`src/rtl/flappy_game_controller_if.sv`:
```
// flappy_game_controller_if: player, frame and geometry inputs plus the game control outputs
interface flappy_game_controller_if #(
    parameter int XW = 11
);
    logic          key_n;
    logic          frame_tick;
    logic          collision;
    logic [XW-1:0] bird_x;
    logic [XW-1:0] pipe1_x;
    logic [XW-1:0] pipe2_x;
    logic [2:0]    state;
    logic          restart;
    logic          run_en;
    logic          fall_en;
    logic          flap_pulse;
    logic          score_inc;
    logic          gameover;

    modport master (
        output key_n, frame_tick, collision, bird_x, pipe1_x, pipe2_x,
        input  state, restart, run_en, fall_en, flap_pulse, score_inc, gameover
    );

    modport slave (
        input  key_n, frame_tick, collision, bird_x, pipe1_x, pipe2_x,
        output state, restart, run_en, fall_en, flap_pulse, score_inc, gameover
    );
endinterface

```
`src/rtl/flappy_game_controller.sv`:
```
// flappy_game_controller: game state machine, key synchroniser and pipe-pass scoring
module flappy_game_controller #(
    parameter int READY_FRAMES = 30,
    parameter int DEATH_FRAMES = 60,
    parameter int XW           = 11
) (
    input logic                     clock,
    input logic                     reset,
    flappy_game_controller_if.slave bus
);
    localparam logic [2:0] S_IDLE  = 3'd0;
    localparam logic [2:0] S_READY = 3'd1;
    localparam logic [2:0] S_PLAY  = 3'd2;
    localparam logic [2:0] S_DYING = 3'd3;
    localparam logic [2:0] S_OVER  = 3'd4;
    localparam logic [7:0] READY_LAST = 8'(READY_FRAMES - 1);
    localparam logic [7:0] DEATH_LAST = 8'(DEATH_FRAMES - 1);

    logic          r_sync1, r_sync2, r_key_prev, r_key_edge;
    logic          r_tick, r_coll;
    logic [XW-1:0] r_bird, r_p1, r_p2, r_prev1, r_prev2;
    logic [2:0]    r_state;
    logic [7:0]    r_cnt;
    logic          r_restart, r_run_en, r_fall_en, r_flap, r_score, r_pending, r_gameover;
    logic [2:0]    w_next;
    logic          w_restart, w_pass1, w_pass2, w_stay_play;
    logic [1:0]    w_events;

    // Next state; key edges only matter in IDLE and OVER, collision only in PLAY
    always_comb begin
        w_next = r_state;
        case (r_state)
            S_IDLE:  w_next = r_key_edge ? S_READY : S_IDLE;
            S_READY: w_next = (r_tick && r_cnt == READY_LAST) ? S_PLAY : S_READY;
            S_PLAY:  w_next = r_coll ? S_DYING : S_PLAY;
            S_DYING: w_next = (r_tick && r_cnt == DEATH_LAST) ? S_OVER : S_DYING;
            S_OVER:  w_next = r_key_edge ? S_READY : S_OVER;
            default: w_next = S_IDLE;
        endcase
    end

    assign w_restart   = (r_state == S_IDLE || r_state == S_OVER) && r_key_edge;
    assign w_pass1     = r_tick && (r_prev1 > r_bird) && (r_p1 <= r_bird);
    assign w_pass2     = r_tick && (r_prev2 > r_bird) && (r_p2 <= r_bird);
    assign w_events    = 2'(w_pass1) + 2'(w_pass2) + 2'(r_pending);
    assign w_stay_play = (r_state == S_PLAY) && (w_next == S_PLAY);

    // Two-flop synchroniser storing the pressed level, then a registered rising-edge detect
    always_ff @(posedge clock or negedge reset) begin
        if (!reset) begin
            r_sync1    <= 1'b0;
            r_sync2    <= 1'b0;
            r_key_prev <= 1'b0;
            r_key_edge <= 1'b0;
        end else begin
            r_sync1    <= ~bus.key_n;
            r_sync2    <= r_sync1;
            r_key_prev <= r_sync2;
            r_key_edge <= r_sync2 & ~r_key_prev;
        end
    end

    // Register frame, collision and geometry together so pass checks see aligned values
    always_ff @(posedge clock or negedge reset) begin
        if (!reset) begin
            r_tick <= 1'b0;
            r_coll <= 1'b0;
            r_bird <= '0;
            r_p1   <= '0;
            r_p2   <= '0;
        end else begin
            r_tick <= bus.frame_tick;
            r_coll <= bus.collision;
            r_bird <= bus.bird_x;
            r_p1   <= bus.pipe1_x;
            r_p2   <= bus.pipe2_x;
        end
    end

    // State register and frame counter, cleared on every state change
    always_ff @(posedge clock or negedge reset) begin
        if (!reset) begin
            r_state <= S_IDLE;
            r_cnt   <= 8'd0;
        end else begin
            r_state <= w_next;
            r_cnt   <= (w_next != r_state) ? 8'd0 : r_tick ? r_cnt + 8'd1 : r_cnt;
        end
    end

    // Previous pipe positions; restart zeroes them so the first PLAY tick cannot score
    always_ff @(posedge clock or negedge reset) begin
        if (!reset) begin
            r_prev1 <= '0;
            r_prev2 <= '0;
        end else begin
            r_prev1 <= w_restart ? '0 : r_tick ? r_p1 : r_prev1;
            r_prev2 <= w_restart ? '0 : r_tick ? r_p2 : r_prev2;
        end
    end

    // Registered control outputs derived from the next state; a double pass defers one increment
    always_ff @(posedge clock or negedge reset) begin
        if (!reset) begin
            r_restart  <= 1'b0;
            r_run_en   <= 1'b0;
            r_fall_en  <= 1'b0;
            r_gameover <= 1'b0;
            r_flap     <= 1'b0;
            r_score    <= 1'b0;
            r_pending  <= 1'b0;
        end else begin
            r_restart  <= w_restart;
            r_run_en   <= w_next == S_PLAY;
            r_fall_en  <= w_next == S_PLAY || w_next == S_DYING;
            r_gameover <= w_next == S_DYING || w_next == S_OVER;
            r_flap     <= (r_state == S_PLAY) && r_key_edge;
            r_score    <= w_stay_play && (w_events != 2'd0);
            r_pending  <= w_stay_play && w_events[1];
        end
    end

    assign bus.state      = r_state;
    assign bus.restart    = r_restart;
    assign bus.run_en     = r_run_en;
    assign bus.fall_en    = r_fall_en;
    assign bus.gameover   = r_gameover;
    assign bus.flap_pulse = r_flap;
    assign bus.score_inc  = r_score;
endmodule

```
`src/flat_wrapper.sv`:
```
// flat-port wrapper written by rule: the top's interface ports become plain ports
module flappy_game_controller_flat 
#(
    parameter int READY_FRAMES = 30,
    parameter int DEATH_FRAMES = 60,
    parameter int XW           = 11
)
  (clock, reset, bus_key_n, bus_frame_tick, bus_collision, bus_bird_x, bus_pipe1_x, bus_pipe2_x, bus_state, bus_restart, bus_run_en, bus_fall_en, bus_flap_pulse, bus_score_inc, bus_gameover);
  flappy_game_controller_if #(.XW(XW)) bus_i ();
  input logic clock;
  input logic reset;
  input wire logic [$bits(bus_i.key_n)-1:0] bus_key_n;
  input wire logic [$bits(bus_i.frame_tick)-1:0] bus_frame_tick;
  input wire logic [$bits(bus_i.collision)-1:0] bus_collision;
  input wire logic [$bits(bus_i.bird_x)-1:0] bus_bird_x;
  input wire logic [$bits(bus_i.pipe1_x)-1:0] bus_pipe1_x;
  input wire logic [$bits(bus_i.pipe2_x)-1:0] bus_pipe2_x;
  output wire logic [$bits(bus_i.state)-1:0] bus_state;
  output wire logic [$bits(bus_i.restart)-1:0] bus_restart;
  output wire logic [$bits(bus_i.run_en)-1:0] bus_run_en;
  output wire logic [$bits(bus_i.fall_en)-1:0] bus_fall_en;
  output wire logic [$bits(bus_i.flap_pulse)-1:0] bus_flap_pulse;
  output wire logic [$bits(bus_i.score_inc)-1:0] bus_score_inc;
  output wire logic [$bits(bus_i.gameover)-1:0] bus_gameover;
  assign bus_i.key_n = bus_key_n;
  assign bus_i.frame_tick = bus_frame_tick;
  assign bus_i.collision = bus_collision;
  assign bus_i.bird_x = bus_bird_x;
  assign bus_i.pipe1_x = bus_pipe1_x;
  assign bus_i.pipe2_x = bus_pipe2_x;
  assign bus_state = bus_i.state;
  assign bus_restart = bus_i.restart;
  assign bus_run_en = bus_i.run_en;
  assign bus_fall_en = bus_i.fall_en;
  assign bus_flap_pulse = bus_i.flap_pulse;
  assign bus_score_inc = bus_i.score_inc;
  assign bus_gameover = bus_i.gameover;
  flappy_game_controller #(.READY_FRAMES(READY_FRAMES), .DEATH_FRAMES(DEATH_FRAMES), .XW(XW)) u_core (.clock(clock), .reset(reset), .bus(bus_i));
endmodule
```
`config.mk`:
```
export PLATFORM = sky130hd
export DESIGN_NAME = flappy_game_controller_flat
export DESIGN_NICKNAME = d
export VERILOG_FILES = /design/src/rtl/flappy_game_controller_if.sv /design/src/rtl/flappy_game_controller.sv /design/src/flat_wrapper.sv
export SDC_FILE = /design/constraint.sdc
export NUM_CORES = 1
export LEC_CHECK = 0
export ABC_AREA = 1
export CAP_MARGIN = 20
export CORE_MARGIN = 5
export CORE_UTILIZATION = 56
export DETAILED_ROUTE_END_ITERATION = 10
export GPL_TIMING_DRIVEN = 0
export PLACE_DENSITY = 0.79
export SLEW_MARGIN = 10
export SYNTH_ARGS = -nofsm -noshare
export SYNTH_HDL_FRONTEND = slang
export SYNTH_SLANG_ARGS = --single-unit
```
`constraint.sdc`:
```
create_clock -name clock -period 2.7 [get_ports clock]
set_clock_uncertainty 0.05 [all_clocks]
set_input_delay 0.54 -clock clock [delete_from_list [all_inputs] [get_ports clock]]
set_output_delay 0.54 -clock clock [all_outputs]
set_load 0.05 [all_outputs]
```
# [Yosys cells after proc, flatten, opt, wreduce, memory -nomap -nowiden]
# Index checks and enable logic that the tools add are counted.
[totals] input_bits=38 out_inout_bits=9 register_bits=79 elab_cells=70
[classes] n_bitwise=3 addsub=3 n_lt_le_gt_ge=4 eq_ne=10 reduce_logical=18 n_mux=12
[ops] cell="$mux 11" n=4
[ops] cell="$gt 11x11->1" n=2
[ops] cell="$le 11x11->1" n=2
[ops] cell="$mux 8" n=2
[ops] cell="$pmux 3 s5" n=1
[ops] cell="$eq 3x2->1 const B" n=4
[ops] cell="$logic_and 1x1->1" n=11
[ops] cell="$add 8x1->8 const B" n=1
[ops] cell="$eq 8x5->1 const B" n=1
[ops] cell="$eq 8x6->1 const B" n=1
[ops] cell="$eq 3x3->1 const B" n=2
[ops] cell="$mux 3" n=2
[ops] cell="$reduce_bool 2->1" n=3
[ops] cell="$eq 3x1->1 const B" n=1
[ops] cell="$logic_not 3->1" n=1
[ops] cell="$logic_or 1x1->1" n=3
[ops] cell="$ne 3x3->1" n=1
[ops] cell="$add 1x1->2" n=1
[ops] cell="$add 2x1->2" n=1
[ops] cell="$mux 1" n=2
[ops] cell="$mux 2" n=1
[ops] cell="$not 1->1" n=2
[ops] cell="$and 1x1->1" n=1

# [Depth between registers and ports, before layout]
# Gate-level depths: netlist of run 1.
[depth] word_depth=7 depth_mapped=11 ltp_nobuf=11

# [Worst setup path before layout of run 1]
# OpenSTA, ideal clock, no wires.
[synth_timing] kind="register to register" from="register u_core.r_bird[10]" to="register u_core.r_score, in the netlist u_core.bus.score_inc" required_time_ns=2.528 path_buffers=0 path_stages_with_launch=12 synth_period_minus_slack_ns=1.917 path_slack_ns=0.783 setup_ns=0.122 arrival_ns=1.745 cell_sequence="dfrtp_1 inv_1 ha_1 nand2_1 nor2_1 nand3_1 nand3_1 nand3_1 inv_1 nand2_1 fa_1 a21oi_1"
[synth_via] elab_chain_cells=7 word_cells_on_any_way=12 cone_classes="add/sub: 2; order compare: 4; reduce/logical: 6"
[synth_rtl] element="from (decl)" line="flappy_game_controller.sv:21" source="logic [XW-1:0] r_bird, r_p1, r_p2, r_prev1, r_prev2;"
[synth_rtl] element="from (signal assigned)" line="flappy_game_controller.sv:74" source="r_bird <= bus.bird_x;"
[synth_rtl] element="$gt 11x11->1, on equally long branches" line="flappy_game_controller.sv:43, flappy_game_controller.sv:44"
[synth_rtl] element="$logic_and 1x1->1, on equally long branches (2 in a row)" line="flappy_game_controller.sv:43, flappy_game_controller.sv:44"
[synth_rtl] element="$add 1x1->2 *" line="flappy_game_controller.sv:45" source="assign w_events = 2'(w_pass1) + 2'(w_pass2) + 2'(r_pending);"
[synth_rtl] element="$add 2x1->2 *" line="flappy_game_controller.sv:45"
[synth_rtl] element="$reduce_bool 2->1 *" line="flappy_game_controller.sv:118" source="r_score <= w_stay_play && (w_events != 2'd0);"
[synth_rtl] element="$logic_and 1x1->1 *" line="flappy_game_controller.sv:118"
[synth_rtl] element="to (signal assigned)" line="flappy_game_controller.sv:118"
[synth_rtl] element="to (decl)" line="flappy_game_controller.sv:24" source="logic r_restart, r_run_en, r_fall_en, r_flap, r_score, r_pending, r_gameover;"
# Every way passes the cells marked *; elsewhere a longest branch is shown, timed or not.
# A chain may end at the register's enable or synchronous reset.

# [Worst setup path after layout of run 1]
[layout_timing] from="register u_core.r_state[1], in the netlist u_core.bus.state[1]" to="output port bus_state[1]"
[layout_lines] element="from (decl)" line="flappy_game_controller.sv:22" source="logic [2:0] r_state;"
[layout_lines] element="from (signal assigned)" line="flappy_game_controller.sv:86" source="r_state <= w_next;"
[layout_lines] element="to (decl)" line="flat_wrapper.sv:18" source="output wire logic [$bits(bus_i.state)-1:0] bus_state;"
# No word-level cell between the ends.

==> metrics, run 1 <==
status complete, no violations; Post-Synth Adder-Cell Area 15.2%; max frequency 418 MHz; most frequent cells in the layout inv_1, dfrtp_1, nor2_1; Gate Count Post-Synth 410; total number of vias 2845; Routed Antenna Nets 0; register bit count reported by yosys 79; setup repair bufs after CTS 0; critical path class reg2out; register area share after synthesis 50.4%; Clock Path Buffers 2; Post-synth ARST share 100%; Initial DRC Count between 150 and 200; unrepaired setup endpoints after global routing false; Synth Area in XOR/XNOR 1.34%; Synthesized Nets between 400 and 500; initial antenna violation count 0; CP max stage cell clkdlybuf4s50_1; share of cells above drive strength 1 roughly 7.6%; vias in the first global route 2954; # rows 30; Worst-Margin Slew 0.513 ns; multiplexer share of the synthesized area 0%; Yosys Warn Count 0; # port buffers 46; main combinational cell family by area after synthesis adder cells; Slew headroom between 60% and 70%; first-pass GRT wire length between 10000 and 15000 um; Skew-Pair Late Insertion Delay roughly 0.37 ns; PD cells 572 mW/mm^2; Avg WL per Cell 13.3 um; Largest delay share family, worst path buffers and inverters; WP buf/inv 1; critical path launch point type flip-flop; number of max-cap violations 0; die height about 94 um; clock net sink count 79; ant diodes 0; area grow syn2layout 20.8%; CP max stage delay 0.88 ns; Crit Path Max Fanout 6; WP data required 2.11 ns; hpwl dp 5650 um; Avg Cell Area, Syn 9.57 um^2; Max rail drop VDD approximately 0.42 mV; GPL Wtd Cong approximately 0.83; clk slew on worst S/H paths 0.09 ns; largest net degree at the start of global routing 57; Layout Utilization 69.7%; CORE AREA 0.00679 mm^2; CP cell instances clkdlybuf4s50_1; cts bufs inserted 9; DRC violations left 0; cts hold-fix bufs 0; synth unique cells 31; post-synthesis cell area 0.00392 mm^2; critical path endpoint category primary output; simple-gate share of the synthesized area 14.8%; compound-gate portion of the synthesized area roughly a tenth; final slew viol count 0; post-CTS sizing 0; All-Layer GR Usage 19.4%; IO Pins 47; layout net count 553; Main synth FF type dfrtp_1; Die W ~94 um; die area 0.00878 mm^2; hold crit path type in2async; EDFF count, synth 0; CTS tree yes; iteration count of the initial detailed-routing pass 4; CTS H-tree depth 3; crit path DAT between 1.5 and 2 ns; Initial Util 57.8%; Tmin final 2.39 ns; Final Cycle Share 88.6%; gr ovfl total 0; final worst setup slack 0.307 ns; Finish-stage setup viols 0; DP Worst Slack 0.512 ns; fill count 522; CTS root buffer clkbuf_8; Vias/cell ~5.0; most common cell after layout, fill and taps aside inv_1; LEAKAGE roughly 0.0024 uW; Routed WL 7580 um; final-report hold violation count 0
## layout make-up
class / count / area (um^2) / area share (%)
flip-flops and latches: 79 / 1980 / 41.7
multi-input cells: 242 / 1600 / 33.7
repair buffers: 47 / 485 / 10.2
inverters: 82 / 308 / 6.50
clock buffers: 9 / 124 / 2.61
well taps: 96 / 120 / 2.53
clock inverters: 7 / 85.1 / 1.80
plain buffers: 7 / 43.8 / 0.924
## flip-flops by register name (all words and copies together), names as in the netlist, 3 cells and up
register	cells
u_core.r_bird	11
u_core.r_prev2	11
u_core.r_prev1	11
u_core.r_cnt	8
u_core.r_p2	11
u_core.bus.state	3
u_core.r_p1	11
## layer usage
| layer | global-route usage, % | wire (um) | up-vias | share of wire [%] |
|---|---|---|---|---|
| met3 | 4.81 | 410 | 12 | 5.4 |
| met1 | 24.2 | 3330 | 1325 | 44 |
| met4 | 8.66 | 150 | 0 | 2.0 |
| li1 | - | - | 1443 | - |
| met5 | 0 | 0 | - | 0 |
| met2 | 31.9 | 3690 | 65 | 49 |
## cells in the mapped netlist (3+ instances only)
cell      count  area share, %
nand2_1      41            3.9
a21oi_1      21            2.7
nor2_2        3           0.48
nand4_1       8            1.3
nor2_1       51            4.9
xor2_1        4           0.89
o21a_1        4           0.77
o21ai_0      10            1.3
clkbuf_1      3           0.29
ha_1         46             15
a31oi_1      22            3.5
dfrtp_1      79             50
nand3_1      13            1.7
inv_1        81            7.7
nand2_2       3           0.48
## cell families (layout without fill, tap and decap cells)
family,count (synthesis),in the layout
flops,79,79
xor+xnor,6,6
simple gates,127,127
buf+inv,89,152
fa+ha+maj,47,47
compound gates,62,62
## metrics by stage
step           instances  instance area, um^2  hold WS [ns]  setup TNS (ns)  power (uW)
6_report             569                 4740       0.00770               0        2710
5_1_grt              569                 4740        0.0260               0        2860
3_5_place_dp         553                 4530         0.296               0        1810
4_1_cts              569                 4740       0.00352               0        2740
2_1_floorplan        410                 3920         0.194               0        1630
3_3_place_gp         552                 4500         0.286         -127.63        1780
## power breakdown
part / leakage, uW / internal (uW) / total [uW] / switching (uW)
clock network: 0.000107 / 448 / 924 / 476
registers: 0.000973 / 1270 / 1330 / 61.5
logic: 0.00133 / 201 / 457 / 256
## final timing paths
kind	from	to	slack, ns	cells after the start
max reg2reg	u_core.r_bird[10]	u_core.bus.score_inc	0.44	11
min	reset	u_core.r_p1[3]	0.008	1
min reg2reg	u_core.r_sync1	u_core.r_sync2	0.32	0
min in group clock	u_core.r_sync1	u_core.r_sync2	0.32	0
max	u_core.bus.state[1]	bus_state[1]	0.31	1
max in group asynchronous	reset	u_core.r_prev1[9]	2.03	2
No activity file was read; power rests on OpenSTA's default activity.
==> run 2, diff against run 1 <==
Settings changed: CORE_UTILIZATION 56 to 50, PLACE_DENSITY 0.79 to 0.72.
==> run 2 against run 1 <==
  * Core utilization shrank 8.6 points
  * Via count grew 1.8%
  * Count of clock-buffer cells in the layout is the same
  * Highest routed layer unchanged
  * Sequential power is essentially flat
  * Worst setup slack gained 0.031 ns
  * Worst hold slack gained 0.047 ns
==> metrics, run 2 (same netlist as run 1, synthesis figures left out) <==
first-pass GRT wire length 13600 um (was 13200 um); CP max stage cell clkdlybuf4s50_1 (unchanged); GPL Wtd Cong 0.843 (was 0.827); area grow syn2layout 19.8% (was 20.8%); WP buf/inv 1 (unchanged); largest net degree at the start of global routing 53 (was 57); Post-Place Cells 559 (was 553); iteration count of the initial detailed-routing pass 4 (unchanged); CTS tree yes (unchanged); Tmin final 2.36 ns (was 2.39 ns); share of cells above drive strength 1 7.42% (was 7.61%); clock net sink count 79 (unchanged); critical path class reg2out (unchanged); vias in the first global route 3036 (was 2954); Worst-Margin Slew 0.523 ns (was 0.513 ns); number of max-cap violations 0 (unchanged); Avg WL per Cell 13.6 um (was 13.3 um); max frequency 423 MHz (was 418 MHz); Final Cycle Share 87.5% (was 88.6%); IO Pins 47 (unchanged); most frequent cells in the layout inv_1, dfrtp_1, nor2_1 (unchanged); CORE AREA 0.00769 mm^2 (was 0.00679 mm^2); post-CTS sizing 0 (unchanged); DRC violations left 0 (unchanged); critical path launch point type flip-flop (unchanged); setup repair bufs after CTS 0 (unchanged); Clock Path Buffers 2 (unchanged); Non-Filler Instances 574 (was 569); clk slew on worst S/H paths 0.09 ns (about the same); worst reg2reg path depth 11 (unchanged); CTS root buffer clkbuf_8 (unchanged); die height 98.6 um (was 93.7 um); Internal 1790 uW (was 1920 uW); Psw 749 uW (was 793 uW); critical path endpoint category primary output (unchanged); CP max stage delay 0.88 ns (about the same); final-report hold violation count 0 (unchanged); cts bufs inserted 9 (unchanged); gr ovfl total 0 (unchanged); Routed WL 7800 um (was 7580 um); cts hold-fix bufs 0 (unchanged); Flop pwr share 52.3% (was 49.0%); Multi-input gate area 0.00160 mm^2 (unchanged); final slew viol count 0 (unchanged); # port buffers 46 (unchanged); Crit Path Max Fanout 6 (unchanged); Stages on worst setup path 1 (unchanged); Initial Util 51.0% (was 57.8%); Largest delay share family, worst path buffers and inverters (unchanged); setup TNS 0 ns (unchanged); LEAKAGE 0.00239 uW (was 0.00241 uW); ant diodes 0 (unchanged); # rows 32 (was 30); total number of vias 2895 (was 2845); CTS H-tree depth 3 (unchanged); hpwl dp 5830 um (was 5650 um); CP cell instances clkdlybuf4s50_1 (unchanged); layout net count 553 (unchanged); initial antenna violation count 0 (unchanged); PD cells 541 mW/mm^2 (was 572 mW/mm^2); Finish-stage setup viols 0 (unchanged); fill count 653 (was 522); crit path DAT 1.77 ns (was 1.80 ns); Die W 98.6 um (was 93.7 um); WP data required 2.11 ns (about the same); Logic pwr share 18.0% (was 16.9%); Max rail drop VDD 0.243 mV (was 0.416 mV); Skew-Pair Late Insertion Delay 0.34 ns (was 0.37 ns); hold crit path type in2async (unchanged); die area 0.00972 mm^2 (was 0.00878 mm^2); clock network power share 29.7% (was 34.1%); unrepaired setup endpoints after global routing false (unchanged); All-Layer GR Usage 17.4% (was 19.4%); Routed Antenna Nets 0 (unchanged); Initial DRC Count 108 (was 154); most common cell after layout, fill and taps aside inv_1 (unchanged); Slew headroom 65.1% (was 65.7%); sw frac 29.5% (was 29.3%); status complete, no violations (unchanged); Vias/cell 5.04 (was 5.00); Register Area 0.00198 mm^2 (unchanged)
[run 2: cell types whose count changed in the layout (fill, tap and decap cells not counted)]
cell / previous run / this run
inv_8: 1 / 0
clkinvlp_4: 0 / 2
inv_6: 4 / 0
clkinv_2: 0 / 3
bufinv_16: 1 / 0
[run 2: final timing paths]
| kind | start | endpoint | slack, ns |
|---|---|---|---|
| worst min-delay path | reset | u_core.r_p2[4] | 0.05 |
| worst max register to register | u_core.r_bird[10] | u_core.bus.score_inc | 0.45 |
| min in group clock | u_core.r_sync1 | u_core.r_sync2 | 0.31 |
| max in group asynchronous | reset | u_core.r_cnt[5] | 1.96 |
| worst max-delay path | u_core.bus.state[1] | bus_state[1] | 0.34 |
| worst min register to register | u_core.r_sync1 | u_core.r_sync2 | 0.31 |
[run 2: power groups by stage]
stage               logic, uW  clock network [uW]  registers [uW]
floorplan                 289                   0            1340
global placement          433                   0            1350
detailed placement        455                   0            1350
CTS                       460                 776            1330
global route              530                 830            1340
finish                    457                 755            1330
[run 2: worst register-to-register path, delay by kind of cell (launching register included)]
| kind | cells | cell delay (ns) |
|---|---|---|
| flip-flops | 1 | 0.33 |
| AO/OA/AOI/OAI | 1 | 0.06 |
| adder cells (fa/ha/maj) | 2 | 0.81 |
| AND/OR/NAND/NOR | 6 | 0.69 |
| buffers and inverters | 2 | 0.18 |
[run 2: cell type report]
class / count / share of cell area [%]
clock inverters: 6 / 0.825
inverters: 82 / 6.55
flip-flops and latches: 79 / 42.1
well taps: 102 / 2.72
clock buffers: 9 / 2.64
multi-input cells: 242 / 33.9
repair buffers: 47 / 10.3
plain buffers: 7 / 0.932
[run 2: stage by stage]
stage          setup slack [ns]  instance area [um^2]  total power [uW]  hold slack, ns  utilization, %
6_report                  0.338                  4700              2540          0.0547            61.1
5_1_grt                   0.177                  4700              2700          0.0686            61.1
4_1_cts                   0.314                  4700              2570          0.0540            61.1
3_5_place_dp              0.533                  4540              1810           0.288            59.0
3_3_place_gp              -1.62                  4510              1780           0.286            58.7
2_1_floorplan             0.783                  3920              1630           0.194               -
[run 2: layer usage]
| layer | up-vias | GRT usage [%] | part of all wire, % | wire, um |
|---|---|---|---|---|
| met2 | 62 | 28.1 | 48 | 3720 |
| li1 | 1438 | - | - | - |
| met3 | 8 | 3.11 | 3.8 | 296 |
| met4 | 0 | 6.51 | 1.4 | 110 |
| met5 | - | 0 | 0 | 0 |
| met1 | 1387 | 23.4 | 47 | 3670 |
